==> src/rtl/mem_arbiter.sv <==
// Two-requester arbiter multiplexing instruction fetch and load/store traffic onto one memory port.
// Define ARB_RR_EN for round-robin arbitration; default is fixed data-over-fetch priority.
module mem_arbiter #(
  parameter int DATA_WIDTH = 32
) (
  input  logic                  clk,
  input  logic                  rst_n,
  // instruction fetch port
  input  logic                  if_req,
  input  logic [DATA_WIDTH-1:0] if_addr,
  output logic                  if_gnt,
  output logic                  if_rvalid,
  output logic [DATA_WIDTH-1:0] if_rdata,
  // load/store port
  input  logic                  d_req,
  input  logic                  d_we,
  input  logic [1:0]            d_type,
  input  logic                  d_sign_ext,
  input  logic [DATA_WIDTH-1:0] d_addr,
  input  logic [DATA_WIDTH-1:0] d_wdata,
  output logic                  d_gnt,
  output logic                  d_rvalid,
  output logic [DATA_WIDTH-1:0] d_rdata,
  // memory port
  output logic                  m_req,
  output logic                  m_we,
  output logic [1:0]            m_type,
  output logic                  m_sign_ext,
  output logic [DATA_WIDTH-1:0] m_addr,
  output logic [DATA_WIDTH-1:0] m_wdata,
  input  logic                  m_gnt,
  input  logic                  m_rvalid,
  input  logic [DATA_WIDTH-1:0] m_rdata
);

  localparam logic [1:0] TYPE_WORD = 2'b10;

  typedef enum logic [1:0] {
    IDLE  = 2'd0,
    ISSUE = 2'd1,
    WAIT  = 2'd2
  } state_e;

  state_e                state_q;
  logic                  owner_data_q;  // 1: load/store owns the transaction, 0: fetch
  logic                  m_req_q;
  logic                  m_we_q;
  logic [1:0]            m_type_q;
  logic                  m_sign_ext_q;
  logic [DATA_WIDTH-1:0] m_addr_q;
  logic [DATA_WIDTH-1:0] m_wdata_q;

  logic                  grant;
  logic                  pick_data;
  logic                  resp;
  logic                  m_we_d;
  logic [1:0]            m_type_d;
  logic                  m_sign_ext_d;
  logic [DATA_WIDTH-1:0] m_addr_d;
  logic [DATA_WIDTH-1:0] m_wdata_d;

`ifdef ARB_RR_EN
  logic last_data_q;

  // On contention the side that did not win the previous grant goes first.
  assign pick_data = d_req & (~if_req | ~last_data_q);

  always_ff @(posedge clk or negedge rst_n) begin
    if (!rst_n) begin
      last_data_q <= 1'b0;
    end else if (grant) begin
      last_data_q <= pick_data;
    end
  end
`else
  assign pick_data = d_req;
`endif

  // NOTE: grant is qualified with rst_n so a requester is never told it was
  // accepted while the FSM is held in reset and cannot capture the request.
  assign grant  = rst_n & (state_q == IDLE) & (if_req | d_req);
  assign d_gnt  = grant & pick_data;
  assign if_gnt = grant & ~pick_data;

  // Responses are only honoured in WAIT; anything else is stale or spurious.
  assign resp      = (state_q == WAIT) & m_rvalid;
  assign d_rvalid  = resp & owner_data_q;
  assign if_rvalid = resp & ~owner_data_q;
  assign d_rdata   = d_rvalid  ? m_rdata : '0;
  assign if_rdata  = if_rvalid ? m_rdata : '0;

  // Fetch is always a plain word load.
  assign m_we_d       = pick_data ? d_we       : 1'b0;
  assign m_type_d     = pick_data ? d_type     : TYPE_WORD;
  assign m_sign_ext_d = pick_data ? d_sign_ext : 1'b0;
  assign m_addr_d     = pick_data ? d_addr     : if_addr;
  assign m_wdata_d    = pick_data ? d_wdata    : '0;

  // NOTE: all state updates use non-blocking assignments so every register
  // samples the pre-edge values regardless of statement order.
  always_ff @(posedge clk or negedge rst_n) begin
    if (!rst_n) begin
      state_q      <= IDLE;
      owner_data_q <= 1'b0;
      m_req_q      <= 1'b0;
      m_we_q       <= 1'b0;
      m_type_q     <= 2'b00;
      m_sign_ext_q <= 1'b0;
      m_addr_q     <= '0;
      m_wdata_q    <= '0;
    end else begin
      case (state_q)
        IDLE: begin
          if (grant) begin
            state_q      <= ISSUE;
            owner_data_q <= pick_data;
            m_req_q      <= 1'b1;
            m_we_q       <= m_we_d;
            m_type_q     <= m_type_d;
            m_sign_ext_q <= m_sign_ext_d;
            m_addr_q     <= m_addr_d;
            m_wdata_q    <= m_wdata_d;
          end
        end
        ISSUE: begin
          if (m_gnt) begin
            state_q <= WAIT;
            m_req_q <= 1'b0;
          end
        end
        WAIT: begin
          if (m_rvalid) begin
            state_q <= IDLE;
          end
        end
        default: begin
          state_q <= IDLE;
          m_req_q <= 1'b0;
        end
      endcase
    end
  end

  assign m_req      = m_req_q;
  assign m_we       = m_we_q;
  assign m_type     = m_type_q;
  assign m_sign_ext = m_sign_ext_q;
  assign m_addr     = m_addr_q;
  assign m_wdata    = m_wdata_q;

endmodule

==> config.mk <==
export PLATFORM = sky130hd
export DESIGN_NAME = mem_arbiter
export DESIGN_NICKNAME = d
export VERILOG_FILES = /design/src/rtl/mem_arbiter.sv
export SDC_FILE = /design/constraint.sdc
export NUM_CORES = 1
export LEC_CHECK = 0
export BUFFER_PORTS_ARGS = -buffer_cell sky130_fd_sc_hd__clkbuf_2
export CAP_MARGIN = 20
export CORE_AREA = 3 3 104 106
export CTS_CLUSTER_SIZE = 20
export DETAILED_ROUTE_END_ITERATION = 16
export DIE_AREA = 0 0 107 109
export PLACE_DENSITY = 0.88
export SLEW_MARGIN = 30
export SYNTH_ARGS = -nofsm -noshare
export SYNTH_HDL_FRONTEND = slang
export SYNTH_SLANG_ARGS = --single-unit
export TNS_END_PERCENT = 30
==> constraint.sdc <==
create_clock -name clk -period 2.97 [get_ports clk]
set_clock_uncertainty 0.15 [all_clocks]
set_input_delay 0.594 -clock clk [delete_from_list [all_inputs] [get_ports clk]]
set_output_delay 0.594 -clock clk [all_outputs]
set_load 0.05 [all_outputs]
==> Yosys cells after proc, flatten, opt, wreduce, memory -nomap -nowiden <==
Cells that the tools add are included.
{ "totals": {"reg_bits": 72, "input_bits": 138, "out_inout_bits": 137} }
{ "op_classes": {"n_eq_ne": 5, "n_mux": 14, "bitwise_logic": 11, "n_reduce_logical": 4} }
{ "ops": {"columns": ["cell", "count"], "rows": [
  ["$mux 32", 4],
  ["$mux 2", 4],
  ["$and 1x1->1", 7],
  ["$ne 2x2->1 const B", 3],
  ["$pmux 2 s3", 1],
  ["$reduce_and 3->1", 2],
  ["$mux 1", 4],
  ["$not 1->1", 3],
  ["$pmux 1 s3", 1],
  ["$eq 2x1->1 const B", 1],
  ["$eq 2x2->1 const B", 1],
  ["$logic_not 2->1", 1],
  ["$reduce_and 2->1", 1],
  ["$or 1x1->1", 1]
]} }

==> Longest topological paths before layout <==
{ "logic_depth": {"word_depth": 5, "ltp_mapped": 6, "ltp_nobuf": 3} }

==> Worst setup path before layout <==
Ideal clock, no wire load.
{ "synth_timing": {"kind": "input to output", "startpoint": "input port d_req", "endpoint": "output port if_gnt", "t_arrival_ns": 2.069, "required_ns": 2.226, "setup_slack_ns": 0.157, "cell_stages": 6, "path_buffers": 3, "cell_sequence": "buf_4 -> nor2_2 -> nor4b_4 -> buf_6 -> buf_12 -> nor2b_1"} }
{ "synth_between": {"elab_chain_cells": 3} }
{ "synth_rtl": {"columns": ["item", "line_no", "rtl"], "rows": [
  ["start, declared", "15", "input logic d_req,"],
  ["$or 1x1->1", "81", "assign grant = rst_n & (state_q == IDLE) & (if_req | d_req);"],
  ["$and 1x1->1", "81", null],
  ["$and 1x1->1 *", "83", "assign if_gnt = grant & ~pick_data;"],
  ["end, declared", "11", "output logic if_gnt,"]
]} }
Mark *: on every way between the ends. The rest lies on a longest branch, timed or not.

==> Worst setup path after layout <==
{ "layout_timing": {"startpoint": "register state_q[0]", "endpoint": "output port if_rdata[18]"} }
{ "layout_between": {"elab_chain_cells": 4} }
{ "layout_rtl": {"columns": ["item", "line_no", "rtl"], "rows": [
  ["start, declared", "44", "state_e state_q;"],
  ["start signal, assigned", "103", "state_q <= IDLE;"],
  ["start signal, assigned", "115", "state_q <= ISSUE;"],
  ["start signal, assigned", "127", "state_q <= WAIT;"],
  ["$eq 2x2->1", "86", "assign resp = (state_q == WAIT) & m_rvalid;"],
  ["$and 1x1->1", "86", null],
  ["$and 1x1->1", "88", "assign if_rvalid = resp & ~owner_data_q;"],
  ["$mux 32", "90", "assign if_rdata = if_rvalid ? m_rdata : '0;"],
  ["end, declared", "13", "output logic [DATA_WIDTH-1:0] if_rdata,"]
]} }
Every way passes these cells.

==> results_dict.tcl <==
set metrics [dict create \
    clock_latency_ns 0.34 \
    status "finished, final reports clean" \
    hold_viol 0 \
    crit_fanout 33 \
    stdcell_area_um2 5619 \
    dr.first_iter.drc_count 159 \
    dpl.hpwl_mm 9.804 \
    synth_area_um2 3979 \
    via_count 3400 \
    drtAntennaViolNets 0 \
    synth_top_area_share 0.4528 \
    cts_setup_buffers 0 \
    hp-class "input port to asynchronous set/reset pin" \
    grt_pass1_wl_mm 17.77 \
    grt_use_total 0.1979 \
    worst_slack_ns 0.3109 \
    crit_cells 5 \
    rows 36 \
    cp_slowest_cell "dfrtp_1" \
    gp_congestion 0.8547 \
    relSlewSlack 0.6385 \
    gr-total-overflow 0 \
    power.total_uw 6079 \
    synth_edf_count 0 \
    syn_nets 481 \
    cts.sinks 72 \
    cp-start-kind "flip-flop" \
    synthDistinctLibCells 22 \
    arrival_ns 1.92 \
    synthTopCellsByArea "dfrtp_1 (45%), mux2_4 (12%), and2_1 (10%), mux2_2 (9.9%), mux2i_1 (8.8%)" \
    tns_ns 0 \
    power_leakage_uw 0.003116 \
    max_stage_delay_ns 0.46 \
    maxSlewViolCount 0 \
    synth_ff_type "dfrtp_1" \
    reg2regPathDepth 4 \
    nNetsFinal 754 \
    viasPerCell 4.503 \
    synth_cells 343 \
    yosys.area.top_type "dfrtp_1" \
    dieArea_um2 11660 \
    worstPathRequired_ns 2.23 \
    synthArstFlopShare 1.000 \
    antenna_found_initial 1 \
    clkTransAtPathRegs_ns 0.09 \
    syn2layout_area_growth_pct 41.23 \
    place_ws_ns 0.4506 \
    fin_crit_sh 0.8953 \
    cts_resized 0 \
    cp_num_buf_inv 2 \
    cts_made_buffers 9 \
    htreeDepth 3 \
    cp_cell_sequence "nand2b_1, nor3b_2, buf_4, and2_1, clkbuf_2" \
    synth.ff_latch_count 72 \
    period_minus_slack_ns 2.659 \
    die_y_um 109 \
    finalSetupViolCount 0 \
    instances_no_fill 755 \
    worstMarginPinSlew_ns 0.5423 \
    drt_pass1_iterations 4 \
    fillers 827 \
    drive_gt1_frac 0.5942 \
    crit_path_end_kind "primary output" \
    wire_per_inst_um 15.60 \
    root_buffer "clkbuf_8" \
    ir_drop_v 0.0006957 \
    cp_top_family "buffers and inverters" \
    crit_type "flip-flop to primary output" \
    yosys_warnings 0 \
    io_buffers 274 \
    initial_core_util 0.4033 \
    wirelength_mm 11.78 \
    die_x_um 107 \
    placed_area_um2 5414 \
    grt_pass1_vias 3603 \
    fmax_ghz 0.3761 \
    seq_area_frac_synth 0.4528 \
    clock_path_buffers 2 \
    tritoncts "built" \
    core-area_um2 9864 \
    rsz0062_at_grt "no" \
    avgSynthCellArea_um2 11.60 \
    dp_cells 738 \
    p_per_area_nw_per_um2 1082 \
    grt_max_degree 54 \
    hold_buffers 0 \
    maxCapViolations 0 \
    drc_errors 0 \
    pin_count 275 \
]
-- stage by stage --
stage          utilization  hold WS, ns
6_report            0.5696       0.1723
4_1_cts             0.5694       0.1723
5_1_grt             0.5696       0.1852
3_3_place_gp        0.5488       0.3411
3_5_place_dp        0.5488       0.3468
2_1_floorplan            -       0.1484
-- final timing paths --
kind | start | end | slack [ns]
max in group asynchronous | rst_n | m_wdata[10] | 1.64
hold reg to reg | m_req | m_req | 0.36
setup reg to reg | state_q[1] | m_type[0] | 0.73
hold / removal | rst_n | m_addr[6] | 0.17
setup / recovery | state_q[0] | if_rdata[18] | 0.31
min in group clk | m_rvalid | state_q[1] | 0.31
-- cell families (layout without fill, tap and decap cells) --
kind of cell	count (synthesis)	after routing	synth area share
compound gates	4	4	0.006605
buf+inv	58	336	0.08176
flops	72	72	0.4528
mux	101	101	0.3041
other cells	0	1	0
simple gates	108	108	0.1547
-- sequential cells by signal, summed over array words and instances (netlist names) --
register,count
m_addr,32
m_req,1
owner_data_q,1
m_wdata,32
state_q,2
m_type,2
m_we,1
m_sign_ext,1
-- final cells by class --
cell class                      instances  area [um2]  area share
Antenna cell                            1       2.502   0.0004453
Clock buffer                            9       123.9     0.02204
Clock inverter                          7       78.83     0.01403
Inverter                               36       135.1     0.02405
Multi-Input combinational cell        213        1852      0.3295
Sequential cell                        72        1802      0.3206
Tap cell                              133       166.4     0.02961
Timing Repair Buffer                  284        1459      0.2596
-- metal layers --
metal	routed length (um)	GRT usage	vias to the layer above	share of wire
met1	4097	0.2031	1570	0.35
li1	-	-	1643	-
met3	771	0.04559	24	0.065
met2	6562	0.3831	163	0.56
met4	344	0.08493	0	0.029
met5	0	0	-	0
-- synthesized netlist by cell type (2+ instances only) --
cell type	instances
clkbuf_1	8
dfrtp_1	72
nand2_1	35
buf_2	4
and2_1	65
buf_12	4
nand2b_1	3
buf_4	2
mux2i_1	35
mux2_2	35
buf_6	4
inv_1	36
mux2_4	31
-- where the power goes --
group          total (uW)  internal, uW  switching (uW)
sequential           1770          1460             313
combinational        3520           991            2530
clock                 788           396             391
total                6080          2840            3240
-- placed cells by master, fill, tap and decap left out, types with 3 or more instances in the layout --
master | Yosys | final
and2_1 | 65 | 65
buf_4 | 2 | 9
clkbuf_2 | 0 | 273
clkbuf_8 | 0 | 9
clkinvlp_4 | 0 | 3
dfrtp_1 | 72 | 72
inv_1 | 36 | 36
inv_6 | 0 | 3
mux2_2 | 35 | 35
mux2_4 | 31 | 31
mux2i_1 | 35 | 35
nand2_1 | 35 | 35
nand2b_1 | 3 | 3
No activity file was read; power rests on OpenSTA's default activity.
